===== config.mk =====
export PLATFORM = sky130hd
export DESIGN_NAME = fetch_stage
export DESIGN_NICKNAME = d
export VERILOG_FILES = /design/src/rtl/riscv_pkg.sv /design/src/rtl/if_id_reg.sv /design/src/rtl/fetch_stage.sv
export SDC_FILE = /design/constraint.sdc
export NUM_CORES = 1
export LEC_CHECK = 0
export ABC_AREA = 1
export CORE_MARGIN = 2
export CORE_UTILIZATION = 52
export DETAILED_ROUTE_END_ITERATION = 12
export PLACE_DENSITY = 0.78
export SLEW_MARGIN = 5
export SYNTH_ARGS = -nofsm -noshare
export SYNTH_HDL_FRONTEND = slang
export SYNTH_SLANG_ARGS = --single-unit

===== constraint.sdc =====
create_clock -name clk -period 2.15 [get_ports clk]
set_clock_uncertainty 0.05 [all_clocks]
set_input_delay 0.43 -clock clk [delete_from_list [all_inputs] [get_ports clk]]
set_output_delay 0.43 -clock clk [all_outputs]
set_load 0.1 [all_outputs]

===== src/rtl/riscv_pkg.sv =====
// Shared pipeline constants and the fetch FSM state encoding.
//   XLEN      : default PC / address width
//   RESET_PC  : default PC loaded on reset (word aligned)
//   NOP_INSTR : addi x0,x0,0, placed in pipeline registers when empty/flushed
package riscv_pkg;

    localparam int          XLEN      = 32;
    localparam logic [31:0] RESET_PC  = 32'h0000_0000;
    localparam logic [31:0] NOP_INSTR = 32'h0000_0013;

    // REQ : free to issue a fetch
    // WAIT: one request outstanding, its response is wanted
    // KILL: one request outstanding, its response belongs to a dead path
    typedef enum logic [1:0] {
        ST_REQ  = 2'd0,
        ST_WAIT = 2'd1,
        ST_KILL = 2'd2
    } fetch_state_t;

endpackage


===== src/rtl/if_id_reg.sv =====
// Pipeline register between two stages (used for IF/ID, reusable for ID/EX).
// Priority: flush > load > hold. A stalled load is a hold.
//   clk, rst_n       : clock, asynchronous active-low reset
//   load             : capture in_pc/in_instr as a valid entry
//   stall            : suppress load, keep contents
//   flush            : invalidate, instr <= NOP, pc unchanged
//   in_pc, in_instr  : incoming entry
//   valid, pc, instr : registered entry
module if_id_reg
    import riscv_pkg::*;
#(
    parameter int          XLEN = riscv_pkg::XLEN,
    parameter logic [31:0] NOP  = riscv_pkg::NOP_INSTR
) (
    input  logic            clk,
    input  logic            rst_n,
    input  logic            load,
    input  logic            stall,
    input  logic            flush,
    input  logic [XLEN-1:0] in_pc,
    input  logic [31:0]     in_instr,
    output logic            valid,
    output logic [XLEN-1:0] pc,
    output logic [31:0]     instr
);

    always_ff @(posedge clk or negedge rst_n) begin
        if (!rst_n) begin
            valid <= 1'b0;
            pc    <= '0;
            instr <= NOP;
        end else if (flush) begin
            valid <= 1'b0;
            instr <= NOP;
        end else if (load && !stall) begin
            valid <= 1'b1;
            pc    <= in_pc;
            instr <= in_instr;
        end
    end

endmodule


===== src/rtl/fetch_stage.sv =====
// Instruction fetch stage: PC, single-outstanding imem request FSM, one-entry
// hold buffer for responses that arrive during a stall, and the IF/ID register.
//   clk, rst_n                      : clock, asynchronous active-low reset
//   stall_if, flush_if_id           : from hazard unit
//   redirect_valid, redirect_pc     : taken branch/jump from EX
//   imem_req_valid/ready/addr       : fetch request channel
//   imem_rsp_valid/data             : fetch response (one per accepted request)
//   id_valid, id_pc, id_instr       : IF/ID register contents
module fetch_stage
    import riscv_pkg::*;
#(
    parameter int          XLEN      = riscv_pkg::XLEN,
    parameter logic [31:0] RESET_PC  = riscv_pkg::RESET_PC,
    parameter logic [31:0] NOP_INSTR = riscv_pkg::NOP_INSTR
) (
    input  logic            clk,
    input  logic            rst_n,
    input  logic            stall_if,
    input  logic            flush_if_id,
    input  logic            redirect_valid,
    input  logic [XLEN-1:0] redirect_pc,
    output logic            imem_req_valid,
    input  logic            imem_req_ready,
    output logic [XLEN-1:0] imem_req_addr,
    input  logic            imem_rsp_valid,
    input  logic [31:0]     imem_rsp_data,
    output logic            id_valid,
    output logic [XLEN-1:0] id_pc,
    output logic [31:0]     id_instr
);

    fetch_state_t    state;
    logic [XLEN-1:0] pc;
    logic [XLEN-1:0] req_pc;
    logic            buf_valid;
    logic [XLEN-1:0] buf_pc;
    logic [31:0]     buf_instr;

    logic            hs;
    logic            rsp_take;
    logic            id_load;
    logic [XLEN-1:0] redirect_tgt;

    // rst_n gating keeps the request low during reset even though the
    // reset state is REQ with an empty buffer.
    assign imem_req_valid = rst_n && (state == ST_REQ) && !buf_valid;
    assign imem_req_addr  = pc;
    assign hs             = imem_req_valid && imem_req_ready;
    assign redirect_tgt   = {redirect_pc[XLEN-1:2], 2'b00};

    // A response that coincides with a redirect is wrong-path and is dropped.
    assign rsp_take = (state == ST_WAIT) && imem_rsp_valid && !redirect_valid;
    // The buffer is only ever full while no request is outstanding, so the
    // two IF/ID sources are mutually exclusive.
    assign id_load  = !redirect_valid && (buf_valid || rsp_take);

    always_ff @(posedge clk or negedge rst_n) begin
        if (!rst_n) begin
            state     <= ST_REQ;
            pc        <= XLEN'(RESET_PC);
            req_pc    <= '0;
            buf_valid <= 1'b0;
            buf_pc    <= '0;
            buf_instr <= NOP_INSTR;
        end else if (redirect_valid) begin
            pc        <= redirect_tgt;
            buf_valid <= 1'b0;
            case (state)
                ST_REQ:  if (hs) state <= ST_KILL;
                ST_WAIT: state <= imem_rsp_valid ? ST_REQ : ST_KILL;
                // A response landing in the redirect cycle retires the only
                // outstanding request; staying in KILL would then wait forever.
                ST_KILL: state <= imem_rsp_valid ? ST_REQ : ST_KILL;
                default: state <= ST_REQ;
            endcase
        end else begin
            if (buf_valid && !stall_if)
                buf_valid <= 1'b0;
            case (state)
                ST_REQ: begin
                    if (hs) begin
                        req_pc <= pc;
                        pc     <= pc + XLEN'(4);
                        state  <= ST_WAIT;
                    end
                end
                ST_WAIT: begin
                    if (imem_rsp_valid) begin
                        state <= ST_REQ;
                        if (stall_if) begin
                            buf_valid <= 1'b1;
                            buf_pc    <= req_pc;
                            buf_instr <= imem_rsp_data;
                        end
                    end
                end
                ST_KILL: if (imem_rsp_valid) state <= ST_REQ;
                default: state <= ST_REQ;
            endcase
        end
    end

    if_id_reg #(.XLEN(XLEN), .NOP(NOP_INSTR)) u_if_id (
        .clk      (clk),
        .rst_n    (rst_n),
        .load     (id_load),
        .stall    (stall_if),
        .flush    (flush_if_id),
        .in_pc    (buf_valid ? buf_pc : req_pc),
        .in_instr (buf_valid ? buf_instr : imem_rsp_data),
        .valid    (id_valid),
        .pc       (id_pc),
        .instr    (id_instr)
    );

endmodule


==> results.json, run 1 <==
{
  "outcome": "finished clean",
  "grt_pass1_vias": 7069,
  "place_area_um2": 10600,
  "drv_slew": 0,
  "grt_antenna_before_repair": 0,
  "layout_setup_ws_ns": 0.0794,
  "die_w_um": 135,
  "fp-row-count": 47,
  "antenna-diode-count": 0,
  "clk_pin_slew_ns": 0.07,
  "max_stage_delay_ns": 0.38,
  "worstPathMaxFanout": 3,
  "worstSetupEndpointType": "output pin",
  "hp-class": "in2async",
  "ys.flop_type": "dfrtp_1",
  "yosys.cell_types.count": 35,
  "synth-edff-count": 0,
  "dr_wl_met2_mm": 10.1,
  "slew-limit-headroom": 0.448,
  "gp_congestion": 0.912,
  "total_leakage_power_nw": 5.37,
  "timing.fmax_ghz": 0.483,
  "grt_usage": 0.244,
  "clk_latency_ns": 0.43,
  "dieArea_um2": 18200,
  "vias_per_cell": 5.21,
  "h-tree-depth": 4,
  "area_growth_pct": 26.1,
  "crit_type": "reg2out",
  "maxUsedRoutingLayer": "met4",
  "start_util": 0.534,
  "power_mw": 15.0,
  "grt-ovfl-total": 0,
  "io_pins": 169,
  "syn_inst": 1068,
  "synth_top_area_share": 0.512,
  "postRouteAntennaNets": 0,
  "p_per_area_nw_per_um2": 1340,
  "met1_length_mm": 9.59,
  "vias": 7559,
  "critPathRequiredTime_ns": 1.67,
  "worstPathCellList": "inv_1 > ha_2 > nand2_1 > nor2_4 > buf_12",
  "syn_avg_cell_area_um2": 8.32,
  "seq_area_frac_synth": 0.530,
  "critPathSlowestCell": "dfrtp_1",
  "syn_area_um2": 8890,
  "dp.cells": 1419,
  "vdd_ir_drop_max_mv": 0.830,
  "die_h_um": 135,
  "drtPass1Iterations": 6,
  "hold_viol_final": 0,
  "grt_pass1_wl_mm": 35.1,
  "fin_crit_ns": 2.07,
  "max_cap_viol_count": 0,
  "startpoint_type": "register",
  "wl_per_cell_um": 14.7,
  "setup_violations": 0,
  "pre_cts_ws_ns": 0.0726,
  "final_nets": 1294,
  "cts_num_sinks": 188,
  "portBuffers": 162,
  "drt-initial-drc-count": 611,
  "cts_buffers": 17,
  "final_cells": 1452,
  "dpl.hpwl_mm": 14.6,
  "crit_arrival_ns": 1.59,
  "cts_buffer_depth": 2,
  "synthTopCellsByArea": "dfrtp_1 51%, nand2_1 11%, o21ai_0 7.8%",
  "hold_slack_ns": 0.0798,
  "root_buffer": "clkbuf_16",
  "fillCellCount": 1378,
  "final_layout_size_suffix_gt1_frac": 0.185,
  "final_cell_area_um2": 11200,
  "wl_met3_mm": 1.42,
  "coreArea_um2": 16600,
  "tritoncts": "yes",
  "synth_top_area_cell": "dfrtp_1",
  "drc_errors": 0,
  "ys_warn_count": 0,
  "wl_mm": 21.4,
  "fin_crit_sh": 0.963,
  "ys_ff_latch": 188,
  "tightest_slew_ns": 0.828,
  "async_flop_share": 1.00,
  "grt_max_degree": 148
}
-- synthesized netlist by cell type, types with 2 or more instances --
library cell / number
a21oi_1: 43
buf_1: 4
buf_2: 19
buf_4: 6
buf_6: 7
clkbuf_1: 24
dfrtp_1: 182
dfstp_2: 6
ha_1: 4
inv_1: 108
inv_2: 4
nand2_1: 257
nand3_1: 66
nand3b_1: 14
nand4_1: 4
nor2_1: 95
nor2_2: 2
nor3_1: 3
o211ai_1: 2
o21ai_0: 139
o21ai_1: 4
o21ai_2: 50
o21bai_1: 6
or2_2: 3
xor2_1: 6
-- placed cells by master (no fill, tap or decap), drive strengths merged --
master	n
dfstp	6
nor2	98
clkbuf	19
nand2	258
or2	5
nand4	4
clkinv	4
a22oi	1
ha	4
a21oi	44
o211ai	2
o21bai	6
o21ai	193
nand3b	14
clkdlybuf4s50	67
nor3	3
dfrtp	182
conb	4
o221ai	1
buf	121
xor2	6
o22ai	1
clkinvlp	6
a31oi	1
nand3	66
inv	116
-- metal layers --
layer	vias to the layer above	global-route usage
li1	3723	-
met1	3570	0.352
met2	247	0.377
met3	19	0.0469
met4	0	0.0754
met5	-	0
-- timing repair --
action                                  in CTS  in global routing
hold buffers                                 0                  0
setup buffers                                0                  1
endpoints found under the setup margin       0                  1
resized for setup                            0                  1
-- cells by family (layout without fill, tap and decap cells) --
| family | after synthesis | in the layout | share of synthesized area |
|---|---|---|---|
| simple gates | 448 | 448 | 0.209 |
| flops | 188 | 188 | 0.530 |
| fa+ha+maj | 4 | 4 | 0.00563 |
| xor+xnor | 6 | 6 | 0.00591 |
| compound gates | 249 | 249 | 0.165 |
| other cells | 1 | 4 | 0.000422 |
| buf+inv | 172 | 333 | 0.0838 |
-- stage by stage --
step	TNS (ns)	util
2_1_floorplan	0	-
3_3_place_gp	0	0.640
3_5_place_dp	0	0.640
4_1_cts	0	0.673
5_1_grt	-0.0113	0.673
6_report	0	0.673
-- worst max-delay path: cells and delay by family, from the launching register on --
family / cells / cell delay [ns]
adder cells (fa/ha/maj): 1 / 0.21
buffers and inverters: 2 / 0.30
flip-flops: 1 / 0.38
AND/OR/NAND/NOR: 2 / 0.27
-- where the power goes --
group | total, mW | switching (mW) | internal, mW
logic | 6.59 | 4.94 | 1.65
registers | 5.44 | 0.649 | 4.79
clock network | 2.93 | 1.40 | 1.53
-- state kept, by name, summed over array words and instances, names as in the netlist --
signal	count
u_if_id.instr	32
buf_instr	32
imem_req_addr	30
req_pc	30
u_if_id.pc	30
buf_pc	30
u_if_id.valid	1
state	2
buf_valid	1
-- layout make-up --
class / count / area, um2 / share of cell area
multi-input combinational: 711 / 3460 / 0.309
clock buffer: 18 / 439 / 0.0392
timing repair buffer: 189 / 1780 / 0.159
inverter: 112 / 420 / 0.0375
clock inverter: 14 / 113 / 0.0100
sequential: 188 / 4720 / 0.421
tap: 220 / 275 / 0.0246
-- worst paths after layout --
kind                                endpoint  slack, ns  cells past startpoint       start
max in group asynchronous      buf_instr[22]       1.31                      2       rst_n
min reg2reg                       buf_pc[27]       0.43                      2  buf_pc[27]
max                           imem_req_valid       0.08                      5    state[1]
min in group clk                  buf_pc[27]       0.43                      2  buf_pc[27]
min                         imem_req_addr[4]       0.08                      2       rst_n
max reg2reg                imem_req_addr[13]       0.21                      9    state[1]
Note: power is estimated with default switching activity, not from simulation.
==> inputs of run 2 (changes only) <==
- CORE_MARGIN: 2 -> 5
- CTS_CLUSTER_DIAMETER: unset -> 80
==> results.json, run 2 (same netlist as run 1, synthesis figures left out) <==
{
  "most-common-layout-cells": "256 x nand2_1, 179 x dfrtp_1, 139 x o21ai_0, 108 x inv_1, 102 x buf_4",
  "timing.fmax_ghz": 0.483,
  "wl_per_cell_um": 15.1,
  "cts_buffers": 17,
  "tritoncts": "yes",
  "post_cts_resize_count": 0,
  "power_mw": 15.5,
  "vdd_ir_drop_max_mv": 0.791,
  "hp-class": "in2async",
  "area_growth_pct": 26.3,
  "final_layout_size_suffix_gt1_frac": 0.180,
  "grt_pass1_vias": 7189,
  "rsz0062_at_grt": "no",
  "cts_num_sinks": 188,
  "final_nets": 1287,
  "clk_pin_slew_ns": 0.07,
  "startpoint_type": "register",
  "dieArea_um2": 19800,
  "fp-row-count": 47,
  "grt_usage": 0.224,
  "final_cells": 1445,
  "tightest_slew_ns": 0.729,
  "die_h_um": 141,
  "fin_crit_ns": 2.07,
  "io_pins": 169,
  "cts_buffer_depth": 2,
  "gp_congestion": 0.889,
  "die_w_um": 141,
  "outcome": "finished clean",
  "start_util": 0.532,
  "cts_setup_buffers": 0,
  "drv_slew": 0,
  "dpl.hpwl_mm": 15.1,
  "h-tree-depth": 4,
  "grt_antenna_before_repair": 0,
  "drtPass1Iterations": 7,
  "dp.cells": 1413,
  "grt-ovfl-total": 0,
  "worstSetupEndpointType": "output pin",
  "postRouteAntennaNets": 0,
  "max_cap_viol_count": 0,
  "crit_arrival_ns": 1.59,
  "worstPathMaxFanout": 3,
  "crit_type": "reg2out",
  "fin_crit_sh": 0.963,
  "coreArea_um2": 16700,
  "hold_viol_final": 0,
  "total_leakage_power_nw": 5.39,
  "drc_errors": 0,
  "setup_violations": 0,
  "critPathRequiredTime_ns": 1.67,
  "root_buffer": "clkbuf_16",
  "hold_slack_ns": 0.0895,
  "cts_hold_buf": 0,
  "utilization": 0.672,
  "clk_latency_ns": 0.43,
  "final_common_cell": "nand2_1",
  "slew-limit-headroom": 0.514,
  "vias": 7480,
  "wl_mm": 21.9,
  "p_per_area_nw_per_um2": 1380,
  "antenna-diode-count": 0,
  "portBuffers": 162,
  "grt_pass1_wl_mm": 36.3,
  "reg_top3": "buf_instr: 32 flops, u_if_id.instr: 32 flops",
  "grt_max_degree": 135,
  "vias_per_cell": 5.18,
  "drt-initial-drc-count": 618,
  "tns_ns": 0
}
-- run 2: area by class of cell --
cell class	count	area (um2)
inverter	112	420
timing repair buffer	182	1690
clock inverter	13	210
sequential	188	4720
clock buffer	19	453
fill	1392	5480
tap	220	275
multi-input combinational	711	3460
-- run 2: per-stage QoR --
stage | setup slack, ns | cell area [um2]
after floorplan | 0.0243 | 8910
after global placement | 0.0925 | 10600
after detailed placement | 0.0608 | 10600
after CTS | 0.0628 | 11200
after global routing | 0.0174 | 11200
final | 0.0802 | 11200
-- run 2: per-layer routing --
metal  GRT usage  vias up  wire length [um]
li1            -     3702                 -
met1       0.319     3499              9630
met2       0.353      254             10300
met3      0.0467       25              1560
met4      0.0622        0               340
met5           0        -                 0
-- run 2: path summary, 6_finish.rpt --
path,from,endpoint,slack (ns),cells after the start
hold reg to reg,buf_pc[27],buf_pc[27],0.43,2
max in group asynchronous,rst_n,imem_req_addr[2],1.38,2
min in group clk,buf_pc[27],buf_pc[27],0.43,2
setup reg to reg,state[0],imem_req_addr[15],0.21,9
setup / recovery,state[0],imem_req_valid,0.08,5
hold / removal,rst_n,buf_instr[29],0.09,2
-- run 2: where the power goes --
group | internal, mW | total, mW | switching, mW | leakage (nW)
registers | 4.79 | 5.43 | 0.637 | 2.28
clock network | 2.14 | 3.51 | 1.37 | 0.320
logic | 1.62 | 6.57 | 4.95 | 2.79
total | 8.54 | 15.5 | 6.96 | 5.39
-- run 2: critical path: stages (launching register included) --
cell	delay, ns
dfrtp_1	0.40
inv_1	0.10
ha_1	0.20
nand2_1	0.10
nor2_4	0.17
buf_12	0.20
==> inputs of run 3 (changes only) <==
- HOLD_SLACK_MARGIN: unset -> 0.06
==> results of run 3 <==
Final layout, timing and power as in run 2 (identical DEF).
